<file path="config.mk">
export PLATFORM = sky130hd
export DESIGN_NAME = attention_softmax_norm_reader
export DESIGN_NICKNAME = d
export VERILOG_FILES = /design/src/rtl/attention_softmax_norm_reader.sv
export SDC_FILE = /design/constraint.sdc
export NUM_CORES = 1
export LEC_CHECK = 0
export CAP_MARGIN = 15
export CORE_MARGIN = 3
export CORE_UTILIZATION = 39
export DETAILED_ROUTE_END_ITERATION = 10
export GPL_ROUTABILITY_DRIVEN = 0
export MAX_ROUTING_LAYER = met4
export PLACE_DENSITY = 0.8
export SYNTH_ARGS = -nofsm -noshare
export SYNTH_HDL_FRONTEND = slang
export SYNTH_SLANG_ARGS = --single-unit
</file>
<file path="constraint.sdc">
create_clock -name clk -period 2.2 [get_ports clk]
set_input_delay 0.44 -clock clk [delete_from_list [all_inputs] [get_ports clk]]
set_output_delay 0.44 -clock clk [all_outputs]
set_load 0.01 [all_outputs]
</file>
<file path="src/rtl/attention_softmax_norm_reader.sv">
// attention_softmax_norm_reader: walks E[tq][tk] and InvSum[tq] through their
// read ports, scales each E by its row's InvSum on an external FP32 multiplier
// and streams P row-major on a valid/ready port.
module attention_softmax_norm_reader #(
  parameter int T       = 8,
  parameter int DATA_W  = 32,
  parameter int TIMEOUT = 64,
  localparam int T_W    = $clog2(T)
) (
  input  logic              clk,
  input  logic              rst,
  input  logic              start,
  output logic              busy,
  output logic              done,
  output logic              err,
  output logic              invsum_re,
  output logic [T_W-1:0]    invsum_row,
  input  logic [DATA_W-1:0] invsum_rdata,
  input  logic              invsum_rvalid,
  output logic              e_re,
  output logic [T_W-1:0]    e_tq,
  output logic [T_W-1:0]    e_tk,
  input  logic [DATA_W-1:0] e_rdata,
  input  logic              e_rvalid,
  output logic              mul_start,
  output logic [DATA_W-1:0] mul_a,
  output logic [DATA_W-1:0] mul_b,
  input  logic              mul_done,
  input  logic [DATA_W-1:0] mul_z,
  output logic              p_valid,
  input  logic              p_ready,
  output logic [DATA_W-1:0] p_data,
  output logic [T_W-1:0]    p_row,
  output logic [T_W-1:0]    p_col,
  output logic              p_last
);

  localparam int WC_W = $clog2(TIMEOUT) + 1;
  localparam logic [T_W-1:0] LAST_IDX = T_W'(T - 1);

  typedef enum logic [3:0] {
    S_IDLE, S_INV_REQ, S_INV_WAIT, S_E_REQ, S_E_WAIT,
    S_MUL, S_MUL_WAIT, S_OUT, S_DONE
  } state_t;

  state_t            state_q, state_d;
  logic [T_W-1:0]    row_q, col_q;
  logic [DATA_W-1:0] inv_q, e_q, p_q;
  logic [WC_W-1:0]   wait_cnt_q;
  logic              err_q;
  logic              wait_expired, bypass, last_col, last_row;

  // Zero and denormal operands both have a cleared exponent field.
  function automatic logic exp_is_zero(input logic [7:0] exp_f);
    return (exp_f == 8'd0);
  endfunction

  assign wait_expired = (wait_cnt_q == WC_W'(TIMEOUT - 1));
  assign bypass       = exp_is_zero(e_q[30:23]) || exp_is_zero(inv_q[30:23]);
  assign last_col     = (col_q == LAST_IDX);
  assign last_row     = (row_q == LAST_IDX);
  assign err          = err_q;

  // State register.
  always_ff @(posedge clk) begin
    if (rst) state_q <= S_IDLE;
    else     state_q <= state_d;
  end

  // Next-state and all Moore outputs; every output is zero outside its state.
  always_comb begin
    state_d    = state_q;
    busy       = 1'b0;
    done       = 1'b0;
    invsum_re  = 1'b0;
    invsum_row = '0;
    e_re       = 1'b0;
    e_tq       = '0;
    e_tk       = '0;
    mul_start  = 1'b0;
    mul_a      = '0;
    mul_b      = '0;
    p_valid    = 1'b0;
    p_data     = '0;
    p_row      = '0;
    p_col      = '0;
    p_last     = 1'b0;
    case (state_q)
      S_IDLE: if (start) state_d = S_INV_REQ;
      S_INV_REQ: begin
        busy       = 1'b1;
        invsum_re  = 1'b1;
        invsum_row = row_q;
        state_d    = S_INV_WAIT;
      end
      S_INV_WAIT: begin
        busy = 1'b1;
        if (invsum_rvalid)     state_d = S_E_REQ;
        else if (wait_expired) state_d = S_DONE;
      end
      S_E_REQ: begin
        busy    = 1'b1;
        e_re    = 1'b1;
        e_tq    = row_q;
        e_tk    = col_q;
        state_d = S_E_WAIT;
      end
      S_E_WAIT: begin
        busy = 1'b1;
        if (e_rvalid)          state_d = S_MUL;
        else if (wait_expired) state_d = S_DONE;
      end
      S_MUL: begin
        busy = 1'b1;
        if (bypass) begin
          state_d = S_OUT;
        end else begin
          mul_start = 1'b1;
          mul_a     = e_q;
          mul_b     = inv_q;
          state_d   = S_MUL_WAIT;
        end
      end
      S_MUL_WAIT: begin
        busy  = 1'b1;
        mul_a = e_q;
        mul_b = inv_q;
        if (mul_done)          state_d = S_OUT;
        else if (wait_expired) state_d = S_DONE;
      end
      S_OUT: begin
        busy    = 1'b1;
        p_valid = 1'b1;
        p_data  = p_q;
        p_row   = row_q;
        p_col   = col_q;
        p_last  = last_row && last_col;
        if (p_ready) begin
          if (!last_col)     state_d = S_E_REQ;
          else if (last_row) state_d = S_DONE;
          else               state_d = S_INV_REQ;
        end
      end
      S_DONE: begin
        done = 1'b1;
        if (!start) state_d = S_IDLE;
      end
      default: state_d = S_IDLE;
    endcase
  end

  // Indices, operand latches, product latch, wait counter and sticky error.
  always_ff @(posedge clk) begin
    if (rst) begin
      row_q      <= '0;
      col_q      <= '0;
      inv_q      <= '0;
      e_q        <= '0;
      p_q        <= '0;
      wait_cnt_q <= '0;
      err_q      <= 1'b0;
    end else begin
      case (state_q)
        S_IDLE: if (start) begin
          row_q <= '0;
          col_q <= '0;
          err_q <= 1'b0;
        end
        S_INV_REQ, S_E_REQ: wait_cnt_q <= '0;
        S_INV_WAIT: begin
          if (invsum_rvalid)     inv_q      <= invsum_rdata;
          else if (wait_expired) err_q      <= 1'b1;
          else                   wait_cnt_q <= wait_cnt_q + WC_W'(1);
        end
        S_E_WAIT: begin
          if (e_rvalid)          e_q        <= e_rdata;
          else if (wait_expired) err_q      <= 1'b1;
          else                   wait_cnt_q <= wait_cnt_q + WC_W'(1);
        end
        S_MUL: begin
          wait_cnt_q <= '0;
          if (bypass) p_q <= '0;
        end
        S_MUL_WAIT: begin
          if (mul_done)          p_q        <= mul_z;
          else if (wait_expired) err_q      <= 1'b1;
          else                   wait_cnt_q <= wait_cnt_q + WC_W'(1);
        end
        S_OUT: if (p_ready) begin
          if (last_col) begin
            col_q <= '0;
            if (!last_row) row_q <= row_q + T_W'(1);
          end else begin
            col_q <= col_q + T_W'(1);
          end
        end
        default: ;
      endcase
    end
  end

endmodule

</file>
Yosys cells after proc, flatten, opt, wreduce, memory -nomap -nowiden

Index checks and enable logic that the tools add are counted.

Output and inout bits: 119
Bits of input ports: 103
Logic and storage cells: 102
Flip-flop bits (word level): 114

Muxes and demuxes: 51
$add $sub $neg: 3
Eq/ne operators: 21
Reduce and logical (&&, ||, !) cells: 19

Operators by type and width:

| kind                | number |
|---|---|
| $pmux 32 s2         | 3 |
| $mux 32             | 5 |
| $mux 4              | 9 |
| $pmux 4 s9          | 1 |
| $mux 3              | 11 |
| $mux 7              | 4 |
| $pmux 7 s4          | 1 |
| $ne 2x2->1 const B  | 10 |
| $eq 4x3->1 const B  | 4 |
| $logic_not 8->1     | 2 |
| $mux 1              | 14 |
| $pmux 3 s2          | 2 |
| $reduce_and 5->1    | 2 |
| $reduce_and 3->1    | 3 |
| $eq 4x2->1 const B  | 2 |
| $reduce_bool 4->1   | 2 |
| $add 7x1->7 const B | 1 |
| $eq 7x6->1 const B  | 1 |
| $reduce_or 7->1     | 1 |
| $add 3x1->3 const B | 2 |
| $eq 3x3->1 const B  | 2 |
| $eq 4x1->1 const B  | 1 |
| $eq 4x4->1 const B  | 1 |
| $logic_not 4->1     | 1 |
| 7 further kinds     | 9 |

Logic depth before layout (Yosys ltp)

Gate-level depths: netlist of run 1.

Word-level depth: 5
Depth in mapped cells: 7
Mapped depth without buffers: 7

Worst setup path before layout of run 1

No wires, ideal clock.

Path type: flip-flop to output port
Start point: reg inv_q[24]
End point: out mul_a[0]
Cell stages (with the launch flop): 7
Path slack: 0.332 ns
Data required time: 1.760 ns
Path buffers: 1
Data arrival time: 1.428 ns
Path through: dfxtp_1 > nor4_1 > nand2_1 > and3_1 > nor2_2 > buf_2 > nor2b_1

Cells in the longest elaborated chain, start to end: 4

RTL lines:

| item                     | line | source |
|---|---|---|
| start: declaration       | 48   | `logic [DATA_W-1:0] inv_q, e_q, p_q;` |
| start signal: assignment | 171  | `if (invsum_rvalid) inv_q <= invsum_rdata;` |
| $logic_not 8->1          | 55   | `return (exp_f == 8'd0);` |
| $logic_or 1x1->1         | 59   | `assign bypass = exp_is_zero(e_q[30:23]) \|\| exp_is_zero(inv_q[30:23]);` |
| $mux 32                  | 115  | `if (bypass) begin` |
| $pmux 32 s2              | 88   | `case (state_q)` |
| end: declaration         | 26   | `output logic [DATA_W-1:0] mul_a,` |

No other way between the ends.

Final worst setup path of run 1

Start point: reg e_q[23]
End point: out mul_a[18]

Cells in the longest elaborated chain, start to end: 4

RTL lines:

| item                     | line | source |
|---|---|---|
| start: declaration       | 48   |  |
| start signal: assignment | 176  | `if (e_rvalid) e_q <= e_rdata;` |
| $logic_not 8->1          | 55   |  |
| $logic_or 1x1->1         | 59   |  |
| $mux 32                  | 115  |  |
| $pmux 32 s2              | 88   |  |

No other way between the ends.

==> impl_metrics.tcl, run 1 <==
set metrics [dict create \
    outcome "finished with violations" \
    violations "setup timing" \
    vdd_drop_max_uv 545 \
    initial_utilization_pct 40.1 \
    synth_compound_area_share_pct 15.1 \
    worst_setup_path_end_kind "output port" \
    syn_to_final_growth_pct 62.7 \
    ant_nets 0 \
    synthXorXnorAreaFrac_pct 0 \
    cts_hold_buf 0 \
    clk_latency_ps 410 \
    p_int_w 0.00451 \
    setup_ws_ps -240 \
    nets 1073 \
    min_period_ps 2440 \
    worstPathCellList "nor4_4 -> nand2_1 -> and3_4 -> nor2_4 -> buf_6 -> buf_12 -> buf_8 -> nor2b_1 -> buf_2" \
    drt_iter0_drc 423 \
    layout.cells.non_filler 1154 \
    cts_root_buf "clkbuf_16" \
    ys_ff_latch 114 \
    worstPathRequired_ps 1760 \
    final_cell_area_um2 8710 \
    met1_usage_pct 28.4 \
    rsz0062_at_grt "yes" \
    grt_usage_pct 24.0 \
    synth_fa_ha_area_share_pct 1.17 \
    worstHoldPathType "input pin to register" \
    setup_tns_ps -10670 \
    drc 0 \
    pwr-share-comb_pct 16.4 \
    drive_gt1_share_pct 25.8 \
    rows 42 \
    worst_slew_pin_slew_ps 697 \
    dp.cells 1095 \
    p_seq_share_pct 36.6 \
    final-setup-viol-count 64 \
    synth_top_family_by_area "simple AND/OR/NAND/NOR gates" \
    skew_ps 15.4 \
    ys.flop_type "dfxtp_1" \
    synth-async-reset-ratio_pct 0 \
    firstDrtPassIters 5 \
    synth-simple-area-share_pct 35.5 \
    clockPowerShare_pct 47.0 \
    totalWireLength_um 18300 \
    cts_tree "done" \
    cp.arrival_ps 2000 \
    dr_total_vias 5792 \
    grt_pass1_vias 5470 \
    start_kind "register" \
    postSynthCellCount 700 \
    via_per_inst 5.02 \
    die_w_um 123 \
    p_per_area_nw_per_um2 686 \
    numCtsBuffers 17 \
    synth_edf_count 0 \
    antenna_found_initial 0 \
    diodes 0 \
    slowest_stage "dfxtp_2" \
    place_area_um2 8000 \
    ys_seq_area_share_pct 42.6 \
    drv_cap 0 \
    port_buffers 221 \
    clock_sinks 114 \
    slowest_delay_ps 330 \
    power.switching_w 0.00147 \
    dp_hpwl_um 11800 \
    grt-ovfl-total 0 \
    worstSetupPathType "register to output port" \
    grt_pass1_wl_um 27700 \
    ios 222 \
    use_met3_pct 6.86 \
    syn_nets 808 \
    netlist_area_um2 5350 \
    max_freq_ghz 0.410 \
    slew_viol_final 0 \
    dieArea_um2 15200 \
    num-fill-cells 1171 \
    avgSynthCellArea_um2 7.65 \
    place_ws_ps -183 \
    cellLeakagePower_nw 3.53 \
    yosysWarnings 0 \
    netSwitchingFraction_pct 24.6 \
    finalCritPeriodShare_pct 111 \
    grt_max_degree 42 \
    final_cell_mix "164 x nand2_1, 109 x a21oi_1, 104 x dfxtp_1, 102 x clkdlybuf4s50_1, 81 x buf_2" \
    cts_htree_levels 4 \
    clkTransAtPathRegs_ps 50 \
    top_usage_layer "met2" \
    wl_per_cell_um 15.9 \
    clk_path_buf_depth 2 \
    max_slew_margin_pct 53.5 \
    yosysUniqueCellTypes 45 \
    core_area_um2 13300 \
    layout_commonest_cell "nand2_1" \
    hold_violations 0 \
    grt_util_met2_pct 38.3 \
    yosys-mux-area-fraction_pct 0.958 \
    dieHeight_um 123 \
    critPathMaxFanout 5 \
]
==> cell families after synthesis <==
family,count (synthesis)
AO/OA/AOI/OAI,142
adder cells (fa/ha/maj),5
buffers and inverters,55
flip-flops,114
multiplexers,5
AND/OR/NAND/NOR,379
==> flip-flops by register name, summed over array words and instances (netlist names) <==
signal / count
col_q: 3
err: 1
wait_cnt_q: 7
e_q: 32
row_q: 3
state_q: 4
inv_q: 32
p_q: 32
==> path summary, 6_finish.rpt <==
path | start | end | slack, ps | cells after the start
hold / removal | rst | col_q[0] | 440 | 2
setup reg to reg | state_q[1] | row_q[0] | 190 | 8
setup / recovery | e_q[23] | mul_a[18] | -240 | 9
hold reg to reg | e_q[1] | e_q[1] | 450 | 2
==> power groups by stage <==
stage               clock (W)  combinational [W]  sequential [W]
detailed placement          0           0.000870         0.00222
global placement            0           0.000863         0.00222
global route          0.00294            0.00106         0.00220
CTS                   0.00285           0.000959         0.00219
floorplan                   0           0.000441         0.00222
finish                0.00281           0.000979         0.00219
==> per-stage QoR <==
stage	total power [W]	hold slack [ps]	util [%]
2_1_floorplan	0.00266	432	-
3_3_place_gp	0.00308	438	59.9
3_5_place_dp	0.00309	442	59.9
4_1_cts	0.00599	413	64.4
5_1_grt	0.00620	459	65.3
6_report	0.00598	443	65.3
==> final cells by class <==
cell class	count	area, um2	area share [%]
clock buffer	23	478	5.49
clock inverter	9	129	1.48
inverter	1	8.76	0.101
multi-input combinational	531	2970	34.1
sequential	114	2290	26.3
tap	176	220	2.53
timing repair buffer	300	2620	30.0
==> critical path, delay by kind of cell (launching register included) <==
family	cells	cell delay, ps
and+or+nand+nor	5	730
DFF	1	330
buffers and inverters	4	520
==> synthesized netlist by cell type, types with 2 or more instances <==
library cell,number,area share (%)
buf_4,2,0.28
and3_1,16,1.9
nor3_1,7,0.65
and2_1,41,4.8
nor2b_1,70,8.2
nand2_1,164,11
mux2i_1,4,0.75
dfxtp_1,114,43
or3_1,4,0.47
nor4_1,5,0.58
ha_1,5,1.2
a21oi_1,109,10
nor2_1,13,0.91
buf_2,23,2.2
nand3b_1,2,0.28
nand4_1,2,0.23
or4_1,2,0.28
a31oi_1,4,0.47
nand2b_1,3,0.35
o31ai_1,2,0.28
o21ai_0,5,0.47
a21oi_2,2,0.33
clkbuf_1,28,2.0
nand3_1,41,3.8
o211ai_1,12,1.7
==> layer usage <==
metal | share of wire [%] | vias up
met4 | 2.1 | 0
met1 | 41 | 2664
li1 | - | 2885
met2 | 49 | 212
met3 | 8.0 | 31
met5 | 0 | -
==> what timing repair did <==
action | 4_1_cts | 5_1_grt
gates cloned | 4 | 3
endpoints found under the setup margin | 118 | 101
buffers inserted | 21 | 5
resized for setup | 455 | 31
pin swaps | 6 | 6
(Power assumes the default switching activity.)
==> run 2, diff against run 1 <==
Settings changed: CTS_BUF_LIST set to sky130_fd_sc_hd__clkbuf_4 sky130_fd_sc_hd__clkbuf_8 sky130_fd_sc_hd__clkbuf_16, PLACE_DENSITY 0.8 to 0.83.
Clock period 2.2 ns to 2 ns, I/O delays scaled along.
==> impl_metrics.tcl, run 2 (synthesis gave the netlist of run 1 again) <==
set metrics [dict create \
    dieArea_um2 15200 \
    slowest_delay_ps 340 \
    dp_hpwl_um 11800 \
    layout.cells.non_filler 1182 \
    clk_latency_ps 410 \
    drv_cap 0 \
    via_per_inst 5.08 \
    dp.cells 1105 \
    final_cell_mix "164 x nand2_1, 110 x dfxtp_1, 107 x a21oi_1, 102 x clkdlybuf4s50_1, 67 x nor2b_1" \
    final_cell_area_um2 9360 \
    firstDrtPassIters 4 \
    min_period_ps 2390 \
    totalWireLength_um 19700 \
    clkTransAtPathRegs_ps 50 \
    rrSetupSlack_ps 10 \
    ios 222 \
    grt_pass1_vias 5648 \
    outcome "finished with violations" \
    cp.arrival_ps 1990 \
    rr_startpoint "state_q[2]" \
    worstRegToRegCells 8 \
    place_area_um2 8100 \
    drive_gt1_share_pct 32.8 \
    worstHoldPathType "input pin to register" \
    worstPathCellList "nor4_4 -> nand2_1 -> and3_4 -> nor2_4 -> buf_4 -> buf_8 -> clkbuf_16 -> nor2b_1 -> buf_2" \
    cts_tree "done" \
    rows 42 \
    min_to "state_q[2]" \
    critPathBufInv 4 \
    numCtsBuffers 17 \
    worst_slew_pin_slew_ps 706 \
    slowest_stage "dfxtp_2" \
    grt_max_degree 65 \
    initial_utilization_pct 40.1 \
    clock_sinks 114 \
    holdCritStartpoint "rst" \
    cts_htree_levels 4 \
    setup_tns_ps -23780 \
    utilization_pct 70.1 \
    hold_violations 0 \
    finalCritPeriodShare_pct 119 \
    vdd_drop_max_uv 579 \
    diodes 0 \
    grt-ovfl-total 0 \
    worst_setup_path_end_kind "output port" \
    dr_total_vias 6010 \
    worstPathRequired_ps 1600 \
    max_freq_ghz 0.419 \
    dieHeight_um 123 \
    cellLeakagePower_nw 3.76 \
    setup_ws_ps -386 \
    final-setup-viol-count 103 \
    rsz0062_at_grt "yes" \
    ant_nets 0 \
    cts_hold_buf 0 \
    grt_pass1_wl_um 28700 \
    holdPathStages 2 \
    total_power_w 0.00697 \
    clk_path_buf_depth 2 \
    max_slew_margin_pct 52.9 \
    drt_iter0_drc 396 \
    nets 1102 \
    syn_to_final_growth_pct 74.9 \
    grt_usage_pct 25.0 \
    layout_commonest_cell "nand2_1" \
    wl_per_cell_um 16.7 \
    skew_ps 13.0 \
    die_w_um 123 \
    start_kind "register" \
    cts_root_buf "clkbuf_16" \
    violations "setup timing" \
    top_regs "e_q x32, inv_q x32, p_q x32" \
    port_buffers 221 \
    antenna_found_initial 0 \
    p_per_area_nw_per_um2 745 \
    cp_top_family "simple AND/OR/NAND/NOR gates" \
    r2r_end "row_q[2]" \
    core_area_um2 13300 \
    critPathMaxFanout 6 \
    worstSetupPathType "register to output port" \
    slew_viol_final 0 \
    drc 0 \
]
run 2: cell types whose count changed in the layout (fill, tap and decap cells not counted), sizes merged:
cell and change:
buf +33, dlygate4sd2 -16, clkbuf +15, clkdlybuf4s15 -4
clkinv -3, bufinv +2, clkinvlp +1
run 2: routing by layer:
metal | global-route usage (%) | up-vias | part of all wire, %
met5 | - | - | 0
met4 | 8.03 | 0 | 2.1
met3 | 8.14 | 36 | 7.8
met2 | 43.1 | 226 | 52
met1 | 27.3 | 2810 | 38
li1 | - | 2938 | -
run 2: timing repair:
action	in CTS	in global routing
pin swaps	26	19
setup endpoints to repair	118	119
gates resized for setup	509	99
setup buffers	28	14
gates cloned	9	1
run 2: how the worst max path moves through the flow:
stage	from	endpoint	slack [ps]	cells past startpoint
4_1_cts	inv_q[27]	mul_a[29]	-490	8
3_5_place_dp	inv_q[24]	mul_a[28]	-350	7
6_report	e_q[27]	mul_b[11]	-390	9
2_1_floorplan	inv_q[24]	mul_a[0]	170	6
3_3_place_gp	inv_q[24]	mul_a[10]	-320	7
5_1_grt	e_q[27]	mul_b[11]	-480	9
run 2: layout make-up:
class	instances	area [um2]
fillers	1046	3990
repair buffers	329	3120
multi-input cells	531	3070
flip-flops and latches	114	2290
clock buffers	22	482
well taps	176	220
clock inverters	9	178
inverters	1	8.76
run 2: where the power goes:
part	internal, W	switching (W)	total (W)
clock network	0.00233	0.00103	0.00336
registers	0.00235	0.0000534	0.00241
logic	0.000627	0.000578	0.00121
run 2: through the flow:
| stage | worst slack (ps) | hold WS [ps] |
|---|---|---|
| 2_1_floorplan | 172 | 432 |
| 3_3_place_gp | -316 | 438 |
| 3_5_place_dp | -347 | 442 |
| 4_1_cts | -489 | 219 |
| 5_1_grt | -483 | 230 |
| 6_report | -386 | 236 |
run 2: worst register-to-register path, stage by stage, from the launching register on:
cell,delay [ps]
dfxtp_2,320
buf_6,120
buf_12,140
buf_6,120
or4b_4,510
a211oi_4,320
buf_4,160
nand3b_1,110
a21oi_2,60
==> run 3, diff against run 2 <==
Settings changed: SKIP_LAST_GASP set to 1.
==> impl_metrics.tcl, run 3 (synthesis gave the netlist of run 1 again) <==
set metrics [dict create \
    p_per_area_nw_per_um2 721 \
    worst_setup_path_end_kind "output port" \
    grt_max_degree 65 \
    hold_slack_ps 233 \
    dp_hpwl_um 11800 \
    rsz0062_at_grt "yes" \
    nets 1102 \
    setup_ws_ps -379 \
    slowest_delay_ps 360 \
    cts_hold_buf 0 \
    max_slew_margin_pct 52.9 \
    crit_cells 8 \
    slowest_stage "dfxtp_4" \
    cts_root_buf "clkbuf_16" \
    core_area_um2 13300 \
    worstPathRequired_ps 1600 \
    holdPathStages 2 \
    initial_utilization_pct 40.1 \
    finalCritPeriodShare_pct 119 \
    ant_nets 0 \
    drt_iter0_drc 328 \
    antenna_found_initial 0 \
    wl_per_cell_um 17.4 \
    cp_top_family "simple AND/OR/NAND/NOR gates" \
    critPathBufInv 3 \
    dieArea_um2 15200 \
    worst_slew_pin_slew_ps 707 \
    layout_commonest_cell "nand2_1" \
    ios 222 \
    grt_pass1_wl_um 29000 \
    via_per_inst 5.12 \
    final-setup-viol-count 112 \
    wl_met3_um 1600 \
    critPathMaxFanout 6 \
    grt_pass1_vias 5731 \
    rows 42 \
    numCtsBuffers 17 \
    wl_met2_um 10500 \
    cellLeakagePower_nw 3.79 \
    diodes 0 \
    hold_violations 0 \
    worstRegToRegCells 9 \
    num-fill-cells 976 \
    cp.arrival_ps 1980 \
    slew_viol_final 0 \
    grt_usage_pct 25.3 \
    drv_cap 0 \
    max_freq_ghz 0.420 \
    met1Wirelength_um 7770 \
    total_power_w 0.00700 \
    die_w_um 123 \
    top_regs "e_q x32, inv_q x32, p_q x32" \
    vdd_drop_max_uv 637 \
    start_kind "register" \
    grt-ovfl-total 0 \
    totalWireLength_um 20500 \
    worstPathCellList "nor4_4 -> nand2_1 -> and3_4 -> nor2_4 -> buf_8 -> clkbuf_16 -> nor2b_2 -> buf_2" \
    cts_htree_levels 4 \
    clkTransAtPathRegs_ps 50 \
    syn_to_final_growth_pct 81.2 \
    dieHeight_um 123 \
    outcome "finished with violations" \
    final_cell_mix "164 x nand2_1, 111 x dfxtp_1, 106 x a21oi_1, 102 x clkdlybuf4s50_1, 85 x buf_6" \
    min_period_ps 2380 \
    top_layer "met4" \
    cts_tree "done" \
    clk_latency_ps 420 \
    clk_path_buf_depth 2 \
    worstHoldPathType "input pin to register" \
    clock_sinks 114 \
    skew_ps 12.2 \
    place_ws_ps -347 \
    dr_total_vias 6057 \
    drc 0 \
    violations "setup timing" \
    drive_gt1_share_pct 35.0 \
    port_buffers 221 \
    firstDrtPassIters 5 \
    worstSetupPathType "register to output port" \
]
==> run 3: path summary, 6_finish.rpt <==
kind               from  slack, ps   endpoint
min                 rst        230   col_q[2]
max reg2reg  state_q[2]        -50   row_q[0]
max             e_q[27]       -380  mul_b[21]
min reg2reg     e_q[11]        450    e_q[11]
==> run 3: per-layer routing <==
layer | up-vias | global-route usage [%]
met1 | 2808 | 27.6
li1 | 2940 | -
met2 | 253 | 43.4
met3 | 56 | 7.64
met5 | - | -
met4 | 0 | 9.55
==> run 3: cell type report <==
type / instances / area (um2) / area share (%)
Multi-Input combinational cell: 531 / 3220 / 33.2
Timing Repair Buffer: 329 / 3300 / 34.0
Clock buffer: 22 / 482 / 4.96
Sequential cell: 114 / 2290 / 23.6
Clock inverter: 9 / 178 / 1.83
Inverter: 1 / 8.76 / 0.0903
Tap cell: 176 / 220 / 2.27
==> run 3: repair_timing <==
item	CTS	global route
gates resized for setup	444	226
setup buffers	28	12
pin swaps	26	22
gates cloned	9	3
endpoints found under the setup margin	118	119
==> run 3: through the flow <==
step / setup TNS (ps) / utilization, % / cell area, um2 / std cells
global placement: -27080 / 60.6 / 8100 / 1105
detailed placement: -29600 / 60.6 / 8100 / 1105
finish: -26530 / 72.7 / 9700 / 1182
CTS: -32960 / 70.2 / 9370 / 1172
floorplan: 0 / - / 5350 / 700
global route: -34740 / 72.7 / 9700 / 1182
==> run 3: power by group <==
part | switching, W | total (W) | internal [W]
logic | 0.000588 | 0.00123 | 0.000639
clock network | 0.00104 | 0.00337 | 0.00233
registers | 0.0000532 | 0.00240 | 0.00235
